<file path="src/rtl/ram_arb_pkg.sv">
// ram_arb_pkg: shared defaults, FSM state and read-tag types for the RAM port arbiter.
// Contents: DEF_ADDR_W / DEF_DATA_W defaults, state_t {INIT, ARB}, tag_t {id, rd}.
package ram_arb_pkg;

   localparam int DEF_ADDR_W = 5;
   localparam int DEF_DATA_W = 8;

   typedef enum logic [0:0] {INIT = 1'b0, ARB = 1'b1} state_t;

   typedef struct packed {
      logic id;
      logic rd;
   } tag_t;

endpackage

</file>
<file path="src/rtl/ram_arb_grant.sv">
// ram_arb_grant: two-requester grant selection, fixed priority or round-robin.
// Ports: valid[1:0] request valids, ptr preferred winner on contention (1 = req1),
//        grant[1:0] one-hot grant (zero when nothing is valid).
// Config: define RAM_ARB_RR_EN for round-robin; otherwise requester 0 wins contention.
module ram_arb_grant
   import ram_arb_pkg::*;
(
   input  logic [1:0] valid,
   input  logic       ptr,
   output logic [1:0] grant
);

`ifdef RAM_ARB_RR_EN
   always_comb grant = &valid ? (ptr ? 2'b10 : 2'b01) : valid;
`else
   logic unused_ptr;
   assign unused_ptr = ptr;
   always_comb grant = &valid ? 2'b01 : valid;
`endif

endmodule

</file>
<file path="src/rtl/ram_port_arb.sv">
// ram_port_arb: clears a single-port RAM after reset, then arbitrates two requesters onto it.
// Ports: sys_clk/sys_rst_n (async active-low); reqN_valid/we/addr/wdata in, reqN_ready out;
//        reqN_rvalid/rdata read response; ram_en/we/addr/wr_data to RAM, ram_rd_data from RAM;
//        init_done high once the clear has finished.
// Config: RAM_ARB_RR_EN selects round-robin contention handling (see ram_arb_grant).
module ram_port_arb
   import ram_arb_pkg::*;
#(
   parameter int ADDR_W = DEF_ADDR_W,
   parameter int DATA_W = DEF_DATA_W,
   parameter int RD_LAT = 1
) (
   input  logic              sys_clk,
   input  logic              sys_rst_n,
   input  logic              req0_valid,
   input  logic              req0_we,
   input  logic [ADDR_W-1:0] req0_addr,
   input  logic [DATA_W-1:0] req0_wdata,
   output logic              req0_ready,
   output logic              req0_rvalid,
   output logic [DATA_W-1:0] req0_rdata,
   input  logic              req1_valid,
   input  logic              req1_we,
   input  logic [ADDR_W-1:0] req1_addr,
   input  logic [DATA_W-1:0] req1_wdata,
   output logic              req1_ready,
   output logic              req1_rvalid,
   output logic [DATA_W-1:0] req1_rdata,
   output logic              ram_en,
   output logic              ram_we,
   output logic [ADDR_W-1:0] ram_addr,
   output logic [DATA_W-1:0] ram_wr_data,
   input  logic [DATA_W-1:0] ram_rd_data,
   output logic              init_done
);

   state_t            state;
   logic [ADDR_W:0]   init_cnt;
   logic [1:0]        gnt;
   logic              ptr;
   logic              accept;
   logic              acc_we;
   logic [ADDR_W-1:0] acc_addr;
   logic [DATA_W-1:0] acc_wdata;
   tag_t              tag_q [RD_LAT+1];
   tag_t              tag_out;

   ram_arb_grant u_grant (
      .valid ({req1_valid, req0_valid}),
      .ptr   (ptr),
      .grant (gnt)
   );

   assign req0_ready = state == ARB && gnt[0];
   assign req1_ready = state == ARB && gnt[1];
   assign accept     = req0_ready || req1_ready;
   assign acc_we     = req1_ready ? req1_we : req0_we;
   assign acc_addr   = req1_ready ? req1_addr : req0_addr;
   assign acc_wdata  = req1_ready ? req1_wdata : req0_wdata;
   assign init_done  = state == ARB;
   assign tag_out    = tag_q[RD_LAT];

   // init_cnt carries one extra bit so the last clear write is still on the bus
   // while the FSM sits in INIT; ARB (and init_done) follow on the next cycle.
   always_ff @(posedge sys_clk or negedge sys_rst_n) begin
      if (!sys_rst_n) begin
         state       <= INIT;
         init_cnt    <= '0;
         ptr         <= 1'b0;
         ram_en      <= 1'b0;
         ram_we      <= 1'b0;
         ram_addr    <= '0;
         ram_wr_data <= '0;
      end else if (state == INIT) begin
         ram_en      <= !init_cnt[ADDR_W];
         ram_we      <= !init_cnt[ADDR_W];
         ram_addr    <= init_cnt[ADDR_W-1:0];
         ram_wr_data <= '0;
         init_cnt    <= init_cnt + (ADDR_W+1)'(1);
         if (init_cnt[ADDR_W]) state <= ARB;
      end else begin
         ram_en <= accept;
         ram_we <= accept && acc_we;
         if (accept) begin
            ram_addr    <= acc_addr;
            ram_wr_data <= acc_wdata;
            ptr         <= req0_ready;
         end
      end
   end

   // The tag enters at acceptance and reaches the last stage in the cycle the RAM
   // presents the read data, so the response can be captured and routed by id.
   always_ff @(posedge sys_clk or negedge sys_rst_n) begin
      if (!sys_rst_n) begin
         for (int i = 0; i <= RD_LAT; i++) tag_q[i] <= '0;
         req0_rvalid <= 1'b0;
         req1_rvalid <= 1'b0;
         req0_rdata  <= '0;
         req1_rdata  <= '0;
      end else begin
         tag_q[0] <= '{id: req1_ready, rd: accept && !acc_we};
         for (int i = 1; i <= RD_LAT; i++) tag_q[i] <= tag_q[i-1];
         req0_rvalid <= tag_out.rd && !tag_out.id;
         req1_rvalid <= tag_out.rd && tag_out.id;
         if (tag_out.rd && !tag_out.id) req0_rdata <= ram_rd_data;
         if (tag_out.rd && tag_out.id) req1_rdata <= ram_rd_data;
      end
   end

endmodule

</file>
<file path="config.mk">
export PLATFORM = sky130hd
export DESIGN_NAME = ram_port_arb
export DESIGN_NICKNAME = d
export VERILOG_FILES = /design/src/rtl/ram_arb_pkg.sv /design/src/rtl/ram_arb_grant.sv /design/src/rtl/ram_port_arb.sv
export SDC_FILE = /design/constraint.sdc
export NUM_CORES = 1
export LEC_CHECK = 0
export ABC_AREA = 1
export CAP_MARGIN = 20
export CORE_MARGIN = 10
export CORE_UTILIZATION = 33
export CTS_CLUSTER_DIAMETER = 40
export DETAILED_ROUTE_END_ITERATION = 10
export DONT_BUFFER_PORTS = 1
export PLACE_DENSITY = 0.44
export SYNTH_ARGS = -nofsm -noshare
export SYNTH_HDL_FRONTEND = slang
export SYNTH_HIERARCHICAL = 1
export SYNTH_SLANG_ARGS = --single-unit
export TNS_END_PERCENT = 10
</file>
<file path="constraint.sdc">
create_clock -name sys_clk -period 1.5 [get_ports sys_clk]
set_input_delay 0.15 -clock sys_clk [delete_from_list [all_inputs] [get_ports sys_clk]]
set_output_delay 0.15 -clock sys_clk [all_outputs]
set_load 0.005 [all_outputs]
</file>
==> impl_metrics.env <==
export IMPL_status="finished, final reports clean"
export IMPL_synth_warnings=6
export IMPL_num_rows=27
export IMPL_synth_area_sq_um=1880
export IMPL_setup_violations_final=0
export IMPL_cp_arrival_ps=1180
export IMPL_grt_pass1_vias=1401
export IMPL_finalCritPeriodShare_pct=88.9
export IMPL_tightest_slew_ps=488
export IMPL_fin_nets=248
export IMPL_grt_pass1_wl_mm=7.27
export IMPL_synth_cells=201
export IMPL_cts_path_max_buffers=2
export IMPL_drt_pass1_iterations=5
export IMPL_coreArea_sq_um=5510
export IMPL_placed_cell_area_sq_um=1940
export IMPL_cts_clk_slew_worst_paths_ps=80
export IMPL_ios=76
export IMPL_hold_viol_final=0
export IMPL_dieArea_sq_um=9100
export IMPL_drt_wl_total_mm=4.59
export IMPL_vias_per_cell=4.69
export IMPL_timing_fmax_ghz=0.750
export IMPL_critPathCaptureType="output port"
export IMPL_overflow=0
export IMPL_maxCapViolCount=0
export IMPL_post_route_cell_area_sq_um=2110
export IMPL_startpoint_type="register"
export IMPL_drtIter0Drc=55
export IMPL_max_slew_margin_rel_pct=67.4
export IMPL_postSynthAreaPerCell_sq_um=9.33
export IMPL_vias=1314
export IMPL_antenna_found_initial=0
export IMPL_drive_gt1_share_pct=14.4
export IMPL_start_util_pct=34.1
export IMPL_htree_levels=2
export IMPL_finalSetupTns_ps=0
export IMPL_total_power_uw=2680
export IMPL_dieHeight_um=95.4
export IMPL_ir_drop_mv=0.409
export IMPL_whs_ps=17.1
export IMPL_static_leakage_power_uw=0.00104
export IMPL_grt_max_degree=45
export IMPL_root_buffer="clkbuf_8"
export IMPL_worstHoldPathType="input port to register"
export IMPL_fin_crit_ps=1330
export IMPL_dp_hpwl_mm=3.54
export IMPL_area_growth_pct=12.5
export IMPL_path_cells="nand2_4, inv_2, buf_4"
export IMPL_gp_congestion=0.706
export IMPL_antenna_cells_inserted=0
export IMPL_cts_tree="built"
export IMPL_finalClockSkew_ps=5.81
export IMPL_path_buf_inv=2
export IMPL_die_w_um=95.4
export IMPL_grtUsageTotal_pct=10.4
export IMPL_clk_latency_ps=290
export IMPL_cts_buffers=5
export IMPL_p_per_area_nw_per_um2=1270
export IMPL_fill_cells=541
export IMPL_critPathSlowestCell="dfrtp_2"
export IMPL_drc=0
export IMPL_antenna_left=0
export IMPL_post_drt_wl_per_cell_um=16.4
export IMPL_worst_ep_required_time_ps=1350
export IMPL_port_buffers=0
export IMPL_setup_worst_path_class="register to output port"
export IMPL_slew_violations=0
export IMPL_clock_sinks=44
export IMPL_slowest_delay_ps=460
export IMPL_rsz0062_at_grt="false"
export IMPL_syn_nets=242
export IMPL_cts_setup_buffers=0
export IMPL_worstPathMaxFanout=11
export IMPL_cpLargestDelayFamily="flip-flops"
-- flip-flops by register name, indices dropped and copies added (netlist names) --
| name | flops |
|---|---|
| tag_q | 2 |
| tag_out | 2 |
| ram_we | 1 |
| req1_rdata | 8 |
| ram_addr | 5 |
| req0_rvalid | 1 |
| ram_wr_data | 8 |
| req1_rvalid | 1 |
| init_done | 1 |
| init_cnt | 6 |
| req0_rdata | 8 |
| ram_en | 1 |
-- final timing paths --
check,start,to,slack (ps),depth (start not counted)
hold / removal,ram_rd_data[1],req0_rdata[1]$_DFFE_PN0P_,20,2
setup / recovery,init_done$_DFF_PN0_,req1_ready,170,3
max in group asynchronous,sys_rst_n,init_done$_DFF_PN0_,910,2
setup reg to reg,init_done$_DFF_PN0_,ram_addr[0]$_DFFE_PN0P_,300,4
min in group asynchronous,sys_rst_n,req0_rdata[0]$_DFFE_PN0P_,370,2
hold reg to reg,tag_q[3]$_DFF_PN0_,tag_out[1]$_DFF_PN0_,360,0
-- power by group --
| group | total (uW) | switching [uW] | internal, uW | leakage [uW] |
|---|---|---|---|---|
| logic | 252 | 156 | 96.2 | 0.000444 |
| registers | 1450 | 124 | 1330 | 0.000532 |
| clock network | 973 | 385 | 587 | 0.0000645 |
| total | 2680 | 664 | 2010 | 0.00104 |
-- worst register-to-register path: stages, from the launching register on --
cell	delay (ps)
dfrtp_2	470
buf_4	190
or2_2	290
nand2_1	70
o21ai_1	60
-- metal layers --
layer	track usage (%)	wire (um)	vias up	part of all wire [%]
met1	11.1	1770	607	38
met3	6.99	627	8	14
li1	-	-	643	-
met4	4.18	82	0	1.8
met5	0	0	-	0
met2	16.0	2110	56	46
-- placed cells by master, fill, tap and decap left out, types with 2 or more instances in the layout --
cell       n
buf_4      4
xor2_1     2
dfrtp_1   43
inv_1     19
nor2_1    11
o21ai_0   19
o21ai_1   10
nand2_1   62
nand2_4    3
o21ai_2    6
clkbuf_8   7
or2_2      3
nand3_1    6
nand4_1    2
-- through the flow --
| stage | std cells | util [%] | worst slack [ps] |
|---|---|---|---|
| floorplan | 201 | - | 394 |
| global placement | 270 | 35.3 | 283 |
| detailed placement | 270 | 35.3 | 224 |
| CTS | 280 | 38.3 | 57.3 |
| global route | 280 | 38.3 | 91.3 |
| finish | 280 | 38.3 | 167 |
-- layout make-up --
class	count	area, sq um	share of cell area [%]
Clock buffer	7	96.3	4.57
Clock inverter	1	30.0	1.42
Inverter	21	83.8	3.97
Multi-Input combinational cell	129	639	30.3
Sequential cell	44	1100	52.3
Tap cell	72	90.1	4.27
Timing Repair Buffer	6	67.6	3.20
-- repair_timing --
action / CTS / global route
setup endpoints to repair: 0 / 1
resized for setup: 0 / 1
hold buffers: 2 / 0
endpoints found under the hold margin: 44 / 0
Power figures use the tool's default switching activity.
